### config.mk
export PLATFORM = sky130hd
export DESIGN_NAME = spi_req_bridge
export DESIGN_NICKNAME = d
export VERILOG_FILES = /design/src/rtl/spi_req_pkg.sv /design/src/rtl/spi_start_ctrl.sv /design/src/rtl/spi_req_bridge.sv
export SDC_FILE = /design/constraint.sdc
export NUM_CORES = 1
export LEC_CHECK = 0
export BUFFER_PORTS_ARGS = -buffer_cell sky130_fd_sc_hd__buf_2
export CORE_UTILIZATION = 50
export DETAILED_ROUTE_END_ITERATION = 16
export PLACE_DENSITY = 0.9
export SYNTH_ARGS = -nofsm -noshare
export SYNTH_HDL_FRONTEND = slang
export SYNTH_SLANG_ARGS = --single-unit
### constraint.sdc
create_clock -name clk_i -period 3.9 [get_ports clk_i]
set_clock_uncertainty 0.15 [all_clocks]
set_input_delay 0.78 -clock clk_i [delete_from_list [all_inputs] [get_ports clk_i]]
set_output_delay 0.78 -clock clk_i [all_outputs]
set_load 0.01 [all_outputs]
### src/rtl/spi_req_pkg.sv
// Shared definitions for the SPI request bridge: response codes,
// FSM state encodings and read/write grant encodings.
package spi_req_pkg;

    localparam logic [1:0] RESP_OKAY   = 2'b00;
    localparam logic [1:0] RESP_SLVERR = 2'b10;

    // Request-handling FSM; the 3-bit encoding leaves illegal codes that
    // the FSM recovers from by returning to ST_IDLE.
    typedef enum logic [2:0] {
        ST_IDLE    = 3'd0,
        ST_WR_EXEC = 3'd1,
        ST_WR_RESP = 3'd2,
        ST_RD_EXEC = 3'd3,
        ST_RD_RESP = 3'd4
    } state_e;

    // Side that won the most recent contested arbitration.
    typedef enum logic {
        GRANT_WRITE = 1'b0,
        GRANT_READ  = 1'b1
    } grant_e;

endpackage

### src/rtl/spi_start_ctrl.sv
// SPI transfer start control.
// Detects rising edges of the start control bit, issues a one-cycle start
// pulse to the SPI master and tracks the busy flag. A start edge that
// coincides with the done pulse is accepted (back-to-back transfers); a
// start edge while busy without done is dropped.
// Ports:
//   clk_i, reset_n_i : clock, asynchronous active-low reset
//   start_bit_i      : start control bit (level)
//   trans_done_i     : SPI master done pulse
//   trans_start_o    : registered start pulse
//   spi_busy_o       : registered busy flag
module spi_start_ctrl (
    input  logic clk_i,
    input  logic reset_n_i,
    input  logic start_bit_i,
    input  logic trans_done_i,
    output logic trans_start_o,
    output logic spi_busy_o
);

    logic start_q;
    logic start_rise_c;
    logic trans_start_d;
    logic busy_d;

    // Next start pulse / busy flag
    always_comb begin
        start_rise_c  = start_bit_i & ~start_q;
        trans_start_d = 1'b0;
        busy_d        = spi_busy_o;
        if (start_rise_c && (!spi_busy_o || trans_done_i)) begin
            trans_start_d = 1'b1;
            busy_d        = 1'b1;
        end else if (trans_done_i) begin
            busy_d = 1'b0;
        end
    end

    // Edge-detect history and output registers
    always_ff @(posedge clk_i or negedge reset_n_i) begin
        if (!reset_n_i) begin
            start_q       <= 1'b0;
            trans_start_o <= 1'b0;
            spi_busy_o    <= 1'b0;
        end else begin
            start_q       <= start_bit_i;
            trans_start_o <= trans_start_d;
            spi_busy_o    <= busy_d;
        end
    end

endmodule

### src/rtl/spi_req_bridge.sv
// SPI request bridge.
// Drains AXI-side write/read request FIFOs and routes each request to a
// register-file slot, the read-only status register, or the TX/RX data
// FIFOs, returning AXI-style response codes through the response FIFOs.
// Read and write requests are arbitrated round-robin when both are ready.
// Ports:
//   clk_i, reset_n_i                 : clock, asynchronous active-low reset
//   wr_req_* / wr_data_*             : write-request and write-data FIFOs
//   wr_resp_*                        : write-response FIFO
//   rd_req_* / rd_resp_*             : read-request and read-response FIFOs
//   reg_wr_* / reg_rd_*              : register-file write and read ports
//   tx_* / rx_*                      : TX and RX data FIFOs
//   start_bit_i, trans_done_i,
//   trans_start_o, spi_busy_o        : SPI transfer start control
// All outputs are registered except reg_rd_sel_o.
module spi_req_bridge
    import spi_req_pkg::*;
#(
    parameter int unsigned DATA_W  = 32,
    parameter int unsigned SEL_W   = 2,
    parameter int unsigned NUM_REG = 2
) (
    input  logic                           clk_i,
    input  logic                           reset_n_i,
    input  logic                           wr_req_empty_i,
    input  logic [SEL_W-1:0]               wr_req_sel_i,
    output logic                           wr_req_pull_o,
    input  logic                           wr_data_empty_i,
    input  logic [DATA_W+DATA_W/8-1:0]     wr_data_i,
    output logic                           wr_data_pull_o,
    input  logic                           wr_resp_full_i,
    output logic [1:0]                     wr_resp_data_o,
    output logic                           wr_resp_push_o,
    input  logic                           rd_req_empty_i,
    input  logic [SEL_W-1:0]               rd_req_sel_i,
    output logic                           rd_req_pull_o,
    input  logic                           rd_resp_full_i,
    output logic [DATA_W+1:0]              rd_resp_data_o,
    output logic                           rd_resp_push_o,
    output logic [SEL_W-1:0]               reg_wr_sel_o,
    output logic [DATA_W-1:0]              reg_wr_data_o,
    output logic [DATA_W/8-1:0]            reg_wr_strb_o,
    output logic                           reg_wr_load_o,
    output logic [SEL_W-1:0]               reg_rd_sel_o,
    input  logic [DATA_W-1:0]              reg_rd_data_i,
    input  logic                           tx_full_i,
    output logic [DATA_W-1:0]              tx_data_o,
    output logic                           tx_push_o,
    input  logic                           rx_empty_i,
    input  logic [DATA_W-1:0]              rx_data_i,
    output logic                           rx_pull_o,
    input  logic                           start_bit_i,
    input  logic                           trans_done_i,
    output logic                           trans_start_o,
    output logic                           spi_busy_o
);

    localparam int unsigned     STRB_W     = DATA_W / 8;
    localparam logic [SEL_W-1:0] STATUS_SEL = SEL_W'(NUM_REG);
    localparam logic [SEL_W-1:0] FIFO_SEL   = {SEL_W{1'b1}};

    state_e state_q, state_d;
    grant_e last_grant_q, last_grant_d;

    logic                 wr_ok_c;
    logic                 rd_ok_c;
    logic [DATA_W-1:0]    wr_wdata_c;
    logic [STRB_W-1:0]    wr_strb_c;

    logic                 wr_req_pull_d;
    logic                 wr_data_pull_d;
    logic [1:0]           wr_resp_data_d;
    logic                 wr_resp_push_d;
    logic                 rd_req_pull_d;
    logic [DATA_W+1:0]    rd_resp_data_d;
    logic                 rd_resp_push_d;
    logic [SEL_W-1:0]     reg_wr_sel_d;
    logic [DATA_W-1:0]    reg_wr_data_d;
    logic [STRB_W-1:0]    reg_wr_strb_d;
    logic                 reg_wr_load_d;
    logic [DATA_W-1:0]    tx_data_d;
    logic                 tx_push_d;
    logic                 rx_pull_d;

    // Register read index follows the read-request head directly
    assign reg_rd_sel_o = rd_req_sel_i;

    // Write-data FIFO head is packed as {data, strb}
    assign wr_wdata_c = wr_data_i[DATA_W+STRB_W-1:STRB_W];
    assign wr_strb_c  = wr_data_i[STRB_W-1:0];
    assign wr_ok_c    = !wr_req_empty_i && !wr_data_empty_i;
    assign rd_ok_c    = !rd_req_empty_i;

    // Next state, arbitration and next output-register values
    always_comb begin
        state_d        = state_q;
        last_grant_d   = last_grant_q;
        wr_req_pull_d  = 1'b0;
        wr_data_pull_d = 1'b0;
        wr_resp_push_d = 1'b0;
        rd_req_pull_d  = 1'b0;
        rd_resp_push_d = 1'b0;
        reg_wr_load_d  = 1'b0;
        tx_push_d      = 1'b0;
        rx_pull_d      = 1'b0;
        wr_resp_data_d = wr_resp_data_o;
        rd_resp_data_d = rd_resp_data_o;
        reg_wr_sel_d   = reg_wr_sel_o;
        reg_wr_data_d  = reg_wr_data_o;
        reg_wr_strb_d  = reg_wr_strb_o;
        tx_data_d      = tx_data_o;

        case (state_q)
            ST_IDLE: begin
                if (wr_ok_c && rd_ok_c) begin
                    // Contested: grant the side that did not win last time
                    if (last_grant_q == GRANT_READ) begin
                        state_d      = ST_WR_EXEC;
                        last_grant_d = GRANT_WRITE;
                    end else begin
                        state_d      = ST_RD_EXEC;
                        last_grant_d = GRANT_READ;
                    end
                end else if (wr_ok_c) begin
                    state_d = ST_WR_EXEC;
                end else if (rd_ok_c) begin
                    state_d = ST_RD_EXEC;
                end
            end

            ST_WR_EXEC: begin
                wr_req_pull_d  = 1'b1;
                wr_data_pull_d = 1'b1;
                state_d        = ST_WR_RESP;
                if (wr_req_sel_i < STATUS_SEL) begin
                    reg_wr_load_d  = 1'b1;
                    reg_wr_sel_d   = wr_req_sel_i;
                    reg_wr_data_d  = wr_wdata_c;
                    reg_wr_strb_d  = wr_strb_c;
                    wr_resp_data_d = RESP_OKAY;
                end else if ((wr_req_sel_i == FIFO_SEL) && (&wr_strb_c) && !tx_full_i) begin
                    tx_push_d      = 1'b1;
                    tx_data_d      = wr_wdata_c;
                    wr_resp_data_d = RESP_OKAY;
                end else begin
                    // Status register, undefined index, partial strobe or TX full
                    wr_resp_data_d = RESP_SLVERR;
                end
            end

            ST_WR_RESP: begin
                if (!wr_resp_full_i) begin
                    wr_resp_push_d = 1'b1;
                    state_d        = ST_IDLE;
                end
            end

            ST_RD_EXEC: begin
                rd_req_pull_d = 1'b1;
                state_d       = ST_RD_RESP;
                if (rd_req_sel_i <= STATUS_SEL) begin
                    rd_resp_data_d = {reg_rd_data_i, RESP_OKAY};
                end else if ((rd_req_sel_i == FIFO_SEL) && !rx_empty_i) begin
                    rd_resp_data_d = {rx_data_i, RESP_OKAY};
                    rx_pull_d      = 1'b1;
                end else begin
                    rd_resp_data_d = {{DATA_W{1'b1}}, RESP_SLVERR};
                end
            end

            ST_RD_RESP: begin
                if (!rd_resp_full_i) begin
                    rd_resp_push_d = 1'b1;
                    state_d        = ST_IDLE;
                end
            end

            default: begin
                state_d = ST_IDLE;
            end
        endcase
    end

    // State, arbitration history and output registers
    always_ff @(posedge clk_i or negedge reset_n_i) begin
        if (!reset_n_i) begin
            state_q        <= ST_IDLE;
            last_grant_q   <= GRANT_READ;
            wr_req_pull_o  <= 1'b0;
            wr_data_pull_o <= 1'b0;
            wr_resp_data_o <= 2'b00;
            wr_resp_push_o <= 1'b0;
            rd_req_pull_o  <= 1'b0;
            rd_resp_data_o <= '0;
            rd_resp_push_o <= 1'b0;
            reg_wr_sel_o   <= '0;
            reg_wr_data_o  <= '0;
            reg_wr_strb_o  <= '0;
            reg_wr_load_o  <= 1'b0;
            tx_data_o      <= '0;
            tx_push_o      <= 1'b0;
            rx_pull_o      <= 1'b0;
        end else begin
            state_q        <= state_d;
            last_grant_q   <= last_grant_d;
            wr_req_pull_o  <= wr_req_pull_d;
            wr_data_pull_o <= wr_data_pull_d;
            wr_resp_data_o <= wr_resp_data_d;
            wr_resp_push_o <= wr_resp_push_d;
            rd_req_pull_o  <= rd_req_pull_d;
            rd_resp_data_o <= rd_resp_data_d;
            rd_resp_push_o <= rd_resp_push_d;
            reg_wr_sel_o   <= reg_wr_sel_d;
            reg_wr_data_o  <= reg_wr_data_d;
            reg_wr_strb_o  <= reg_wr_strb_d;
            reg_wr_load_o  <= reg_wr_load_d;
            tx_data_o      <= tx_data_d;
            tx_push_o      <= tx_push_d;
            rx_pull_o      <= rx_pull_d;
        end
    end

    // Transfer start / busy tracking
    spi_start_ctrl u_start_ctrl (
        .clk_i         (clk_i),
        .reset_n_i     (reset_n_i),
        .start_bit_i   (start_bit_i),
        .trans_done_i  (trans_done_i),
        .trans_start_o (trans_start_o),
        .spi_busy_o    (spi_busy_o)
    );

endmodule

==> qor.log, run 1 <==
qor: run_status.run_status finished, final reports clean
qor: synth.post_synth.cell_area_avg 12.6 um^2
qor: floorplan.chipHeight 101 um
qor: global_route.grt.overflow.total 0
qor: power.power-per-cell-area 718 nW/um^2
qor: layout.layout.filler_cells 673
qor: critical_path.worstSetupPathType reg2reg
qor: timing.final-max-slew-violation-count 0
qor: detailed_routing.drt-wirelength-per-cell 16.2 um
qor: synth.synthesized_instance_count 388
qor: clock_network.cts_hold_repair.buffers 0
qor: synth.synth_area_leader_cell sky130_fd_sc_hd__dfrtp_1
qor: synth.synthTopCellsByArea sky130_fd_sc_hd__dfrtp_1, sky130_fd_sc_hd__mux2_2, sky130_fd_sc_hd__o211a_1
qor: clock_network.cts.repair_timing.setup_buffer_count 0
qor: timing.worstMarginPinSlew 1.10 ns
qor: detailed_routing.postRouteWirelength 12200 um
qor: critical_path.timing.critical_path.required 4.12 ns
qor: timing.holdWs 0.137 ns
qor: detailed_routing.detailedRoute.firstIterationViolations 125
qor: critical_path.cp-end-kind flop
qor: timing.min_period_over_period 65.6%
qor: timing.post-route-worst-setup-slack 1.34 ns
qor: detailed_routing.firstDrtPassIters 5
qor: synth.yosysSeqAreaShare 60.4%
qor: critical_path.path_buf_inv 0
qor: floorplan.ios 233
qor: place.place_ws 1.36 ns
qor: critical_path.crit_chain or3b_1 > nor2_4 > mux2_2
qor: detailed_routing.drt.antenna.violating_nets 0
qor: clock_network.cts_tree yes
qor: synth.synth_top_area_share 59.8%
qor: clock_network.clock_latency 0.50 ns
qor: clock_network.buffer_levels_on_the_longest_clock_path 2
qor: clock_network.cts-buffers-inserted 17
qor: clock_network.htree_levels 4
qor: synth.post_synth_instance_area 4890 um^2
qor: floorplan.initial_core_util 52.2%
qor: power.total_power 4.77 mW
qor: floorplan.core_region_area 9370 um^2
qor: timing.timing.final.hold_violations 0
qor: critical_path.cpMaxStageDelayCell sky130_fd_sc_hd__nor2_4
qor: floorplan.dieWidth 101 um
qor: global_route.antenna_found_initial 0
qor: layout.area_delta_synth_final 35.8%
qor: layout.share_of_cells_above_drive_strength_1 54.6%
qor: layout.utilization 70.9%
qor: clock_network.clock_sinks 118
qor: global_route.grt_pass1_vias 4067
qor: global_route.grt_use_total 24.5%
qor: clock_network.cts_root_buf sky130_fd_sc_hd__clkbuf_8
qor: synth.share_of_async_settable_or_async_resettable_flops_after_synthesis 100%
qor: place.routabilityCongestion 0.759
qor: layout.antenna-diode-count 0
qor: synth.synth_edf_count 0
qor: global_route.grt_first_pass_wirelength 19100 um
qor: detailed_routing.avgViaCountPerCell 5.24
qor: min_path.hold_path_class in2async
qor: clock_network.post_cts.resized_instances 0
qor: timing.clock_period_minus_final_worst_setup_slack 2.56 ns
qor: timing.achievable-frequency 391 MHz
qor: place.port_buffers 230
qor: synth.synth-main-ff-cell sky130_fd_sc_hd__dfrtp_1
qor: timing.setup_viol 0
qor: synth.synth.distinct_cells 28
qor: power.max-vdd-ir-drop 328 uV
qor: critical_path.worst_path_largest_cell_delay 0.86 ns
qor: detailed_routing.drcViolationCount 0
qor: critical_path.timing.critical_path.max_delay_family simple AND/OR/NAND/NOR gates
qor: run.max_cap_violations 0
qor: critical_path.crit_path_max_fanout 39
qor: layout.final_net_count 724
qor: critical_path.critical_path.startpoint_type flop
qor: synth.synth.ff_latch_count 118
qor: place.hpwl 8700 um
qor: power.static-leakage-power 3.75 nW
qor: detailed_routing.via_total_after_detailed_routing 3929
qor: timing.setup_repair_after_global_routing_missed_its_margin false
qor: critical_path.critPathArrivalTime 2.78 ns
qor: timing.fin_setup_tns 0 ns
qor: synth.synthesis.yosys.warnings 0
qor: global_route.grt_max_degree 70
qor: floorplan.die_area 10200 um^2
qor: clock_network.clk_pin_slew_worst_paths 0.06 ns
qor: timing.slew_headroom 26.6%
qor: floorplan.row_count 35
## layout by cell type, fill, tap and decap left out
cell and count:
sky130_fd_sc_hd__nor3_1 1, sky130_fd_sc_hd__nor3_4 1, sky130_fd_sc_hd__clkbuf_16 16, sky130_fd_sc_hd__a21oi_1 33, sky130_fd_sc_hd__nor2_4 1, sky130_fd_sc_hd__a21o_1 1, sky130_fd_sc_hd__inv_1 4, sky130_fd_sc_hd__bufinv_16 2
sky130_fd_sc_hd__clkinvlp_4 4, sky130_fd_sc_hd__or3_1 1, sky130_fd_sc_hd__a221oi_1 1, sky130_fd_sc_hd__dfstp_2 1, sky130_fd_sc_hd__buf_4 7, sky130_fd_sc_hd__o21ai_0 36, sky130_fd_sc_hd__buf_2 229, sky130_fd_sc_hd__inv_6 2
sky130_fd_sc_hd__mux2_2 69, sky130_fd_sc_hd__nand4b_1 1, sky130_fd_sc_hd__dfrtp_1 117, sky130_fd_sc_hd__conb_1 2, sky130_fd_sc_hd__nand2_1 37, sky130_fd_sc_hd__o211a_1 32, sky130_fd_sc_hd__or3b_1 1, sky130_fd_sc_hd__nand3b_1 1
sky130_fd_sc_hd__clkinv_2 2, sky130_fd_sc_hd__nor4b_1 1, sky130_fd_sc_hd__clkinv_4 4, sky130_fd_sc_hd__nor2_1 4, sky130_fd_sc_hd__nand3_1 3, sky130_fd_sc_hd__nor4_1 1, sky130_fd_sc_hd__xor2_1 1, sky130_fd_sc_hd__nand2b_1 2
sky130_fd_sc_hd__nor2b_1 2, sky130_fd_sc_hd__clkbuf_8 1
## kinds of logic (layout without fill, tap and decap cells)
logic type,Yosys count,after routing,share of synthesized area [%]
AO/OA/AOI/OAI,103,103,13.9
multiplexers,69,69,15.9
buffers and inverters,39,271,4.12
other,1,2,0.0767
flip-flops,118,118,60.4
XOR/XNOR,1,1,0.179
AND/OR/NAND/NOR,57,57,5.42
## metal layers
layer / global-route usage (%) / wire length, um
met5: 0 / 0
met2: 44.0 / 6310
met3: 7.91 / 980
met1: 27.4 / 4710
met4: 8.47 / 160
## flip-flops by register name, summed over array words and instances, names as in the netlist, 2 cells and up
register / flops
state_q: 3
tx_data_o: 32
rd_resp_data_o: 33
reg_wr_data_o: 32
reg_wr_sel_o: 2
reg_wr_strb_o: 4
## cells in the mapped netlist (2+ instances only)
library cell                 n
sky130_fd_sc_hd__dfrtp_1   117
sky130_fd_sc_hd__mux2_2     69
sky130_fd_sc_hd__nand2_1    37
sky130_fd_sc_hd__o21ai_0    36
sky130_fd_sc_hd__a21oi_1    33
sky130_fd_sc_hd__o211a_1    32
sky130_fd_sc_hd__clkbuf_1   23
sky130_fd_sc_hd__buf_4       6
sky130_fd_sc_hd__nor2_1      5
sky130_fd_sc_hd__buf_6       4
sky130_fd_sc_hd__inv_1       4
sky130_fd_sc_hd__nand3_1     3
sky130_fd_sc_hd__buf_2       2
sky130_fd_sc_hd__nand2b_1    2
sky130_fd_sc_hd__nor2b_1     2
## cell type report
type / count / area (um^2) / share of cell area, %
Clock inverter: 14 / 153 / 2.30
Inverter: 4 / 15.0 / 0.226
Multi-Input combinational cell: 232 / 1750 / 26.3
Clock buffer: 17 / 414 / 6.23
Sequential cell: 118 / 2950 / 44.5
Timing Repair Buffer: 236 / 1200 / 18.0
Tap cell: 129 / 161 / 2.43
## through the flow
| stage | std cells | area (um^2) |
|---|---|---|
| 4_1_cts | 750 | 6640 |
| 3_5_place_dp | 719 | 6080 |
| 2_1_floorplan | 389 | 4900 |
| 5_1_grt | 750 | 6640 |
| 3_3_place_gp | 719 | 6080 |
| 6_report | 750 | 6640 |
## worst reg2reg max path: stages, from the launching register on
cell	delay [ns]
sky130_fd_sc_hd__dfrtp_1	0.43
sky130_fd_sc_hd__or3b_1	0.52
sky130_fd_sc_hd__nor2_4	0.86
sky130_fd_sc_hd__mux2_2	0.46
## final timing paths
kind | slack [ns] | startpoint | endpoint | depth (start not counted)
min reg2reg | 0.32 | rd_resp_data_o[27] | rd_resp_data_o[27] | 2
max | 1.34 | state_q[2] | reg_wr_data_o[0] | 3
min | 0.14 | reset_n_i | reg_wr_strb_o[2] | 1
min in group clk_i | 0.26 | start_bit_i | u_start_ctrl.start_q | 1
max in group asynchronous | 2.54 | reset_n_i | reg_wr_data_o[20] | 2
max reg2reg | 1.34 | state_q[2] | reg_wr_data_o[0] | 3
## where the power goes
group | internal (mW) | switching, mW
sequential | 1.67 | 0.244
clock | 0.909 | 0.557
combinational | 0.647 | 0.746
total | 3.22 | 1.55
(Power assumes the default switching activity.)
==> run 2: changes to the inputs <==
--- a/config.mk
+++ b/config.mk
@@ -6,9 +6,9 @@
 export NUM_CORES = 1
 export LEC_CHECK = 0
 export BUFFER_PORTS_ARGS = -buffer_cell sky130_fd_sc_hd__buf_2
-export CORE_UTILIZATION = 50
+export CORE_UTILIZATION = 42
 export DETAILED_ROUTE_END_ITERATION = 16
-export PLACE_DENSITY = 0.9
+export PLACE_DENSITY = 0.81
 export SYNTH_ARGS = -nofsm -noshare
 export SYNTH_HDL_FRONTEND = slang
 export SYNTH_SLANG_ARGS = --single-unit
==> constraint.sdc (replaced) <==
create_clock -name clk_i -period 2.1 [get_ports clk_i]
set_clock_uncertainty 0.15 [all_clocks]
set_input_delay 0.42 -clock clk_i [delete_from_list [all_inputs] [get_ports clk_i]]
set_output_delay 0.42 -clock clk_i [all_outputs]
set_load 0.01 [all_outputs]
==> run 2 against run 1 <==
Highest routed layer unchanged. Clock power grew 110%. Critical path type unchanged. Wire length shrank 2.3%. Cell count grew 3.5%. First-iteration DRC count grew 67%. Largest cell class unchanged. Flip-flop and latch count is the same. Maximum frequency grew 26%. Final area grew 3.9%. Register-to-register slack lost 1.3 ns. Total power grew 95%. Sequential power grew 83%.
==> qor.log, run 2 (same netlist as run 1, synthesis figures left out) <==
qor: run_status.run_status finished, final reports clean
qor: critical_path.cpMaxStageDelayCell sky130_fd_sc_hd__or3b_1
qor: layout.layout.filler_cells 874
qor: layout.most_common_cell_after_layout_fill_and_taps_aside sky130_fd_sc_hd__buf_2
qor: global_route.grt_first_pass_wirelength 18100 um
qor: timing.min_period_over_period 96.6%
qor: power.total_switching_power 2.81 mW
qor: timing.clock_period_minus_final_worst_setup_slack 2.03 ns
qor: detailed_routing.detailedRoute.firstIterationViolations 209
qor: floorplan.initial_core_util 43.0%
qor: timing.worstMarginPinSlew 0.591 ns
qor: critical_path.timing.critical_path.required 2.23 ns
qor: global_route.grt_pass1_vias 3885
qor: clock_network.buffer_levels_on_the_longest_clock_path 2
qor: layout.final_net_count 735
qor: min_path.hold_path_end wr_resp_push_o
qor: floorplan.dieWidth 110 um
qor: timing.setup_repair_after_global_routing_missed_its_margin false
qor: place.port_buffers 230
qor: global_route.grt.overflow.total 0
qor: layout.share_of_cells_above_drive_strength_1 55.0%
qor: floorplan.core_region_area 11400 um^2
qor: global_route.grt_max_degree 70
qor: clock_network.clock_sinks 118
qor: critical_path.regToRegEndpoint tx_data_o[13]
qor: timing.holdWs 0.0431 ns
qor: layout.multi_input_logic_area 1750 um^2
qor: global_route.antenna_found_initial 0
qor: global_route.grt_use_total 20.0%
qor: critical_path.critical_path.startpoint_type flop
qor: detailed_routing.postRouteWirelength 11900 um
qor: floorplan.ios 233
qor: place.dpl-instance-area 6240 um^2
qor: power.swShare 30.1%
qor: timing.timing.final.hold_violations 0
qor: critical_path.reg2reg_slack 0.07 ns
qor: critical_path.regToRegStartpoint state_q[2]
qor: power.total_power 9.32 mW
qor: layout.layout.cells.most_common_list sky130_fd_sc_hd__buf_2, sky130_fd_sc_hd__dfrtp_1, sky130_fd_sc_hd__mux2_2, sky130_fd_sc_hd__nand2_1, sky130_fd_sc_hd__o21ai_0
qor: run.max_cap_violations 0
qor: clock_network.clock_latency 0.40 ns
qor: floorplan.row_count 39
qor: clock_network.cts-buffers-inserted 17
qor: layout.regArea 2950 um^2
qor: place.routabilityCongestion 0.759
qor: power.static-leakage-power 3.88 nW
qor: critical_path.path_buf_inv 1
qor: min_path.holdPathStages 2
qor: layout.antenna-diode-count 0
qor: clock_network.cts_root_buf sky130_fd_sc_hd__clkbuf_16
qor: critical_path.worstSetupPathType reg2reg
qor: clock_network.htree_levels 4
qor: clock_network.cts_tree yes
qor: layout.largest_registers rd_resp_data_o x33, reg_wr_data_o x32, tx_data_o x32
qor: critical_path.cells_on_worst_reg2reg_path 4
qor: place.hpwl 8670 um
qor: timing.setup_viol 0
qor: critical_path.crit_path_max_fanout 29
qor: critical_path.timing.critical_path.max_delay_family simple AND/OR/NAND/NOR gates
qor: global_route.gr-usage-met2 33.6%
qor: detailed_routing.firstDrtPassIters 4
qor: timing.fin_setup_tns 0 ns
qor: floorplan.chipHeight 110 um
qor: power.max-vdd-ir-drop 943 uV
qor: detailed_routing.via_total_after_detailed_routing 3915
qor: timing.slew_headroom 60.6%
qor: layout.area_delta_synth_final 41.1%
qor: critical_path.cp-end-kind flop
qor: min_path.worst_hold_startpoint wr_resp_full_i
qor: critical_path.critical_path_depth 4
qor: floorplan.die_area 12100 um^2
qor: critical_path.critPathArrivalTime 2.16 ns
qor: layout.final_design_area_no_fill 6900 um^2
qor: detailed_routing.avgViaCountPerCell 5.05
qor: critical_path.crit_chain or3b_1 > nor3_4 > buf_12 > mux2_2
qor: power.share_seq_of_total_power 37.4%
qor: power.power.clock.fraction 33.6%
qor: global_route.grt_util_met3 8.18%
qor: min_path.hold_path_class in2reg
qor: detailed_routing.drt-wirelength-per-cell 15.3 um
qor: timing.achievable-frequency 493 MHz
qor: layout.largest_reg_flops 33
qor: global_route.grt_use_met1 22.9%
qor: critical_path.worst_path_largest_cell_delay 0.51 ns
qor: detailed_routing.drcViolationCount 0
qor: detailed_routing.drt.antenna.violating_nets 0
qor: global_route.top_usage_layer met2
qor: power.pwr-share-comb 28.9%
qor: power.power-per-cell-area 1350 nW/um^2
qor: timing.final-max-slew-violation-count 0
qor: clock_network.clk_pin_slew_worst_paths 0.05 ns
qor: power.p_int 6.52 mW
qor: layout.largest-register rd_resp_data_o
run 2: changes by cell type in the layout (fill, tap and decap cells not counted), moves of 3 or more:
cell                        previous run  this run
sky130_fd_sc_hd__buf_12                0         6
sky130_fd_sc_hd__buf_4                 7        10
sky130_fd_sc_hd__bufinv_16             2         5
sky130_fd_sc_hd__clkinv_4              4         1
run 2: repair_timing:
item / CTS / global route
gates resized for setup: 0 / 0
buffers inserted: 0 / 0
endpoints found under the hold margin: 28 / 0
hold buffers: 2 / 0
run 2: worst max-delay path by stage:
stage,end,start
2_1_floorplan,tx_data_o[10],state_q[2]
3_3_place_gp,tx_data_o[8],state_q[2]
3_5_place_dp,tx_data_o[13],state_q[2]
4_1_cts,tx_data_o[13],state_q[2]
5_1_grt,tx_data_o[13],state_q[2]
6_report,tx_data_o[13],state_q[2]
run 2: worst reg2reg max path, cell delays in order, from the launching register on:
cell                      delay, ns
sky130_fd_sc_hd__dfrtp_1       0.37
sky130_fd_sc_hd__or3b_1        0.51
sky130_fd_sc_hd__nor3_4        0.29
sky130_fd_sc_hd__buf_12        0.23
sky130_fd_sc_hd__mux2_2        0.38
run 2: through the flow:
step	std cells	setup slack, ns	utilization [%]
floorplan	389	0.0716	-
finish	776	0.0715	60.7
global placement	742	0.128	54.9
global route	776	0.0190	60.7
CTS	776	0.0657	60.7
detailed placement	742	0.0743	54.9
run 2: metal layers:
metal | up-vias | routed length, um
li1 | 1842 | -
met1 | 1872 | 4820
met2 | 188 | 5790
met3 | 13 | 1120
met4 | 0 | 147
met5 | - | 0
run 2: cell type report:
class | count | area share [%]
well taps | 143 | 2.59
inverters | 4 | 0.218
multi-input cells | 232 | 25.3
repair buffers | 247 | 19.7
clock inverters | 13 | 2.94
flip-flops and latches | 118 | 42.8
clock buffers | 19 | 6.42
run 2: power groups by stage:
stage	combinational, mW	sequential [mW]	clock (mW)
finish	2.70	3.49	3.14
global route	3.00	3.61	3.32
CTS	2.73	3.50	3.21
detailed placement	2.72	3.52	0
global placement	2.64	3.47	0
floorplan	1.07	3.89	0
